**config.mk**
```make
export PLATFORM = sky130hd
export DESIGN_NAME = logic_unit_seq
export DESIGN_NICKNAME = d
export VERILOG_FILES = /design/src/rtl/mini_alu_pkg.sv /design/src/rtl/logic_slice.sv /design/src/rtl/logic_unit_seq.sv
export SDC_FILE = /design/constraint.sdc
export NUM_CORES = 1
export LEC_CHECK = 0
export ABC_AREA = 1
export CORE_AREA = 2 2 92 94
export DETAILED_ROUTE_END_ITERATION = 8
export DIE_AREA = 0 0 94 96
export PLACE_DENSITY = 0.72
export SETUP_SLACK_MARGIN = 0.4
export SLEW_MARGIN = 0
export SYNTH_ARGS = -nofsm -noshare
export SYNTH_HDL_FRONTEND = slang
export SYNTH_SLANG_ARGS = --single-unit
```
**constraint.sdc**
```tcl
create_clock -name clk -period 2.97 [get_ports clk]
set_input_delay 0.594 -clock clk [delete_from_list [all_inputs] [get_ports clk]]
set_output_delay 0.594 -clock clk [all_outputs]
set_load 0.05 [all_outputs]
```
**src/rtl/mini_alu_pkg.sv**
```systemverilog
// Shared mini-ALU definitions: logic opcodes and the FSM state
// encoding of the slice-serial logic unit.
package mini_alu_pkg;

   localparam logic [2:0] OP_AND   = 3'b000;
   localparam logic [2:0] OP_OR    = 3'b001;
   localparam logic [2:0] OP_XOR   = 3'b010;
   localparam logic [2:0] OP_XNOR  = 3'b011;
   localparam logic [2:0] OP_NAND  = 3'b100;
   localparam logic [2:0] OP_NOR   = 3'b101;
   localparam logic [2:0] OP_NOTA  = 3'b110;
   localparam logic [2:0] OP_PASSA = 3'b111;

   typedef enum logic [1:0] {
      LU_IDLE = 2'd0,
      LU_BUSY = 2'd1,
      LU_DONE = 2'd2
   } lu_state_e;

endpackage

```
**src/rtl/logic_slice.sv**
```systemverilog
// Combinational bitwise logic on one SLICE-bit chunk.
// Ports: op (3b opcode), a/b (SLICE-bit operands), y (SLICE-bit result).
module logic_slice #(
   parameter int SLICE = 4
) (
   input  logic [2:0]       op,
   input  logic [SLICE-1:0] a,
   input  logic [SLICE-1:0] b,
   output logic [SLICE-1:0] y
);

   import mini_alu_pkg::*;

   always_comb begin
      y = '0;
      unique case (op)
         OP_AND:   y = a & b;
         OP_OR:    y = a | b;
         OP_XOR:   y = a ^ b;
         OP_XNOR:  y = ~(a ^ b);
         OP_NAND:  y = ~(a & b);
         OP_NOR:   y = ~(a | b);
         OP_NOTA:  y = ~a;
         OP_PASSA: y = a;
         default:  y = '0;
      endcase
   end

endmodule

```
**src/rtl/logic_unit_seq.sv**
```systemverilog
// Slice-serial bitwise logic unit: latches a, b, op on accept, computes
// SLICE bits per cycle over WIDTH/SLICE cycles, then holds the result
// with zero/all_ones flags until consumed.
// Ports: clk, rst_n (async, active low); in_valid/in_ready, op, a, b
// (input handshake); out_valid/out_ready, result, zero, all_ones.
module logic_unit_seq #(
   parameter int WIDTH = 16,
   parameter int SLICE = 4
) (
   input  logic             clk,
   input  logic             rst_n,
   input  logic             in_valid,
   output logic             in_ready,
   input  logic [2:0]       op,
   input  logic [WIDTH-1:0] a,
   input  logic [WIDTH-1:0] b,
   output logic             out_valid,
   input  logic             out_ready,
   output logic [WIDTH-1:0] result,
   output logic             zero,
   output logic             all_ones
);

   import mini_alu_pkg::*;

   localparam int N  = WIDTH / SLICE;
   localparam int IW = (N > 1) ? $clog2(N) : 1;

   lu_state_e        state_q, state_d;
   logic [IW-1:0]    idx_q, idx_d;
   logic [WIDTH-1:0] a_q, a_d;
   logic [WIDTH-1:0] b_q, b_d;
   logic [2:0]       op_q, op_d;
   logic [WIDTH-1:0] res_q, res_d;
   logic             vld_q, vld_d;
   logic             zero_q, zero_d;
   logic             ones_q, ones_d;

   logic [SLICE-1:0] s_a, s_b, s_y;
   logic             last;

   assign s_a  = a_q[int'(idx_q)*SLICE +: SLICE];
   assign s_b  = b_q[int'(idx_q)*SLICE +: SLICE];
   assign last = (idx_q == IW'(N - 1));

   logic_slice #(.SLICE(SLICE)) u_slice (
      .op (op_q),
      .a  (s_a),
      .b  (s_b),
      .y  (s_y)
   );

   always_comb begin
      state_d = state_q;
      idx_d   = idx_q;
      a_d     = a_q;
      b_d     = b_q;
      op_d    = op_q;
      res_d   = res_q;
      vld_d   = vld_q;
      zero_d  = zero_q;
      ones_d  = ones_q;
      unique case (state_q)
         LU_IDLE: begin
            if (in_valid) begin
               a_d     = a;
               b_d     = b;
               op_d    = op;
               idx_d   = '0;
               state_d = LU_BUSY;
            end
         end
         LU_BUSY: begin
            res_d[int'(idx_q)*SLICE +: SLICE] = s_y;
            idx_d = idx_q + 1'b1;
            // flags come from the full result including this last slice
            if (last) begin
               idx_d   = '0;
               zero_d  = (res_d == '0);
               ones_d  = (res_d == '1);
               vld_d   = 1'b1;
               state_d = LU_DONE;
            end
         end
         LU_DONE: begin
            if (out_ready) begin
               vld_d   = 1'b0;
               state_d = LU_IDLE;
            end
         end
         default: state_d = LU_IDLE;
      endcase
   end

   always_ff @(posedge clk or negedge rst_n) begin
      if (!rst_n) begin
         state_q <= LU_IDLE;
         idx_q   <= '0;
         a_q     <= '0;
         b_q     <= '0;
         op_q    <= '0;
         res_q   <= '0;
         vld_q   <= 1'b0;
         zero_q  <= 1'b0;
         ones_q  <= 1'b0;
      end else begin
         state_q <= state_d;
         idx_q   <= idx_d;
         a_q     <= a_d;
         b_q     <= b_d;
         op_q    <= op_d;
         res_q   <= res_d;
         vld_q   <= vld_d;
         zero_q  <= zero_d;
         ones_q  <= ones_d;
      end
   end

   assign in_ready  = (state_q == LU_IDLE);
   assign out_valid = vld_q;
   assign result    = res_q;
   assign zero      = zero_q;
   assign all_ones  = ones_q;

endmodule
```
==> impl_metrics.tcl <==
set metrics [dict create \
    status "finished clean" \
    dp_slack_ns 0.270 \
    die_h_um 96 \
    cts.sinks 58 \
    routed_wl_um 8230 \
    n_antenna_cell 0 \
    ys_top_cells_by_area "dfrtp_1 41%, mux2_2 10%, nand2_1 9.1%" \
    clkTransAtPathRegs_ns 0.07 \
    setup_ws_ns 0.431 \
    grt_pass1_vias 2831 \
    cp_max_fo 6 \
    gr-total-overflow 0 \
    startpoint_type "register" \
    drt_iter0_drc 189 \
    ys_seq_elements 58 \
    synth.yosys.seq_area_share_pct 41.3 \
    finClkSkew_ns 0.00615 \
    firstDrtPassIters 4 \
    met2_usage_pct 29.5 \
    core_um2 8050 \
    powerDensity_nw_per_um2 1190 \
    slew_headroom_pct 29.9 \
    nNetsFinal 530 \
    tightest_slew_ns 1.05 \
    fp-row-count 33 \
    antenna_found_initial 0 \
    top_usage_layer "met2" \
    ys_top_cells_by_count "85 x nand2_1, 58 x dfrtp_1, 46 x nor2_1, 37 x inv_1, 32 x mux2_2" \
    wire_per_inst_um 14.0 \
    port-buffer-count 58 \
    grt.total_usage_pct 18.7 \
    vias 3087 \
    drv_slew 0 \
    synth_top_area_share_pct 41.3 \
    ant_nets 0 \
    yosys_most_used_dff "dfrtp_1" \
    cp.arrival_ns 2.78 \
    tns_ns 0 \
    via_per_inst 5.26 \
    die_w_um 94 \
    dieArea_um2 9020 \
    endpoint_kind "register" \
    synth.cell_area_um2 3510 \
    cts_tree "built" \
    cts_htree_levels 3 \
    yosysWarnings 0 \
    cts_buffers 9 \
    maxCapViolCount 0 \
    holdBufCountCts 0 \
    place_congestion 0.873 \
    clk_path_buf_depth 2 \
    synth_nets 462 \
    area_delta_synth_final_pct 29.7 \
    required_ns 3.21 \
    final_util_pct 56.5 \
    min_period_over_period_pct 85.5 \
    hp-class "input port to async pin" \
    grt_use_met1_pct 24.6 \
    cts_root_buf "clkbuf_8" \
    yosysMostFrequentCell "nand2_1" \
    p_leak_nw 2.01 \
    yosysTopAreaCell "dfrtp_1" \
    clock_latency_ns 0.34 \
    drc 0 \
    max_freq_mhz 394 \
    hold_ws_ns 0.435 \
    grt_max_degree 49 \
    setup_viol 0 \
    hpwl_um 5790 \
    rsz0062_at_grt "true" \
    finalCriticalPeriod_ns 2.54 \
    boundaryPins 59 \
    grt_pass1_wl_um 13100 \
    synth_cells 409 \
    peakVddDrop_v 0.000590 \
    async_reset_ff_share_pct 100 \
    synth_edf_count 0 \
    finalHoldViolCount 0 \
    crit_type "register to register" \
    synth.distinct_cells 35 \
    start_util_pct 43.6 \
    drive_above_1_share_pct 24.1 \
    synth.avg_cell_area_um2 8.58 \
    use_met3_pct 5.01 \
]
## per-layer routing
| metal | vias up | wire length [um] |
|---|---|---|
| li1 | 1495 | - |
| met1 | 1478 | 3770 |
| met2 | 97 | 3860 |
| met3 | 17 | 455 |
| met4 | 0 | 153 |
| met5 | - | 0 |
## cells by family (layout without fill, tap and decap cells)
logic type,after synthesis,count (layout),synth area share [%]
AND/OR/NAND/NOR,199,199,27.3
buffers and inverters,59,132,8.16
flip-flops,58,58,41.3
AO/OA/AOI/OAI,47,47,7.98
multiplexers,32,32,10.3
adder cells (fa/ha/maj),14,14,4.99
## layout make-up
cell class,count,area [um2]
clock buffer,12,145
clock inverter,4,75.1
fill,689,3500
inverter,43,179
multi-input combinational,292,1880
sequential,58,1450
tap,105,131
timing repair buffer,72,682
timing repair inverter,1,6.26
## power breakdown
group | internal, W | switching (W) | total (W)
sequential | 0.00114 | 0.000295 | 0.00144
clock | 0.000496 | 0.000335 | 0.000831
combinational | 0.00122 | 0.00195 | 0.00317
total | 0.00286 | 0.00258 | 0.00544
## timing repair
item	CTS	global route
buffers inserted	2	5
setup endpoints to repair	2	4
cloned	0	2
pin swaps	0	16
resized for setup	1	28
## registers in the layout, summed over array words and instances (netlist names), 2 cells and up
name,cells
b_q,16
idx_q,2
op_q,3
a_q,16
result,16
state_q,2
## path summary, 6_finish.rpt
kind / startpoint / end / slack, ns / cells past startpoint
worst max-delay path: idx_q[0] / zero / 0.43 / 19
max in group asynchronous: rst_n / a_q[3] / 1.77 / 2
min in group clk: out_valid / out_valid / 0.49 / 2
worst min register to register: out_valid / out_valid / 0.49 / 2
worst max register to register: idx_q[0] / zero / 0.43 / 19
worst min-delay path: rst_n / result[12] / 0.44 / 1
## worst max-delay path, cell delays in order, from the launching register on
cell	delay, ns
dfrtp_2	0.50
buf_6	0.18
nand2_1	0.07
nand3_2	0.11
nand2_2	0.13
inv_1	0.05
ha_1	0.18
inv_1	0.08
o21ai_0	0.08
o21ai_1	0.13
nor2_2	0.06
nand2_2	0.09
nand4_1	0.17
buf_4	0.20
nor2_2	0.12
nor2_2	0.07
nand2_1	0.06
nor2_1	0.05
nand3_1	0.07
nand2_1	0.05
## stage by stage
stage / power, W / std cells / area (um2)
global route: 0.00585 / 587 / 4550
floorplan: 0.00362 / 409 / 3510
global placement: 0.00422 / 562 / 4150
detailed placement: 0.00427 / 562 / 4150
CTS: 0.00514 / 580 / 4380
finish: 0.00544 / 587 / 4550
## placed cells by master (no fill, tap or decap), drive strengths merged
master / count
dfrtp: 58
bufinv: 2
buf: 15
mux2: 32
clkbuf: 12
inv: 44
nand4: 20
o21bai: 5
clkdlybuf4s50: 57
nor3: 2
a32oi: 4
nand3: 31
nand2: 95
o21ai: 26
clkinvlp: 2
a21oi: 7
ha: 14
nor2: 50
nor4: 1
o22ai: 1
a31oi: 4
(Power assumes the default switching activity.)
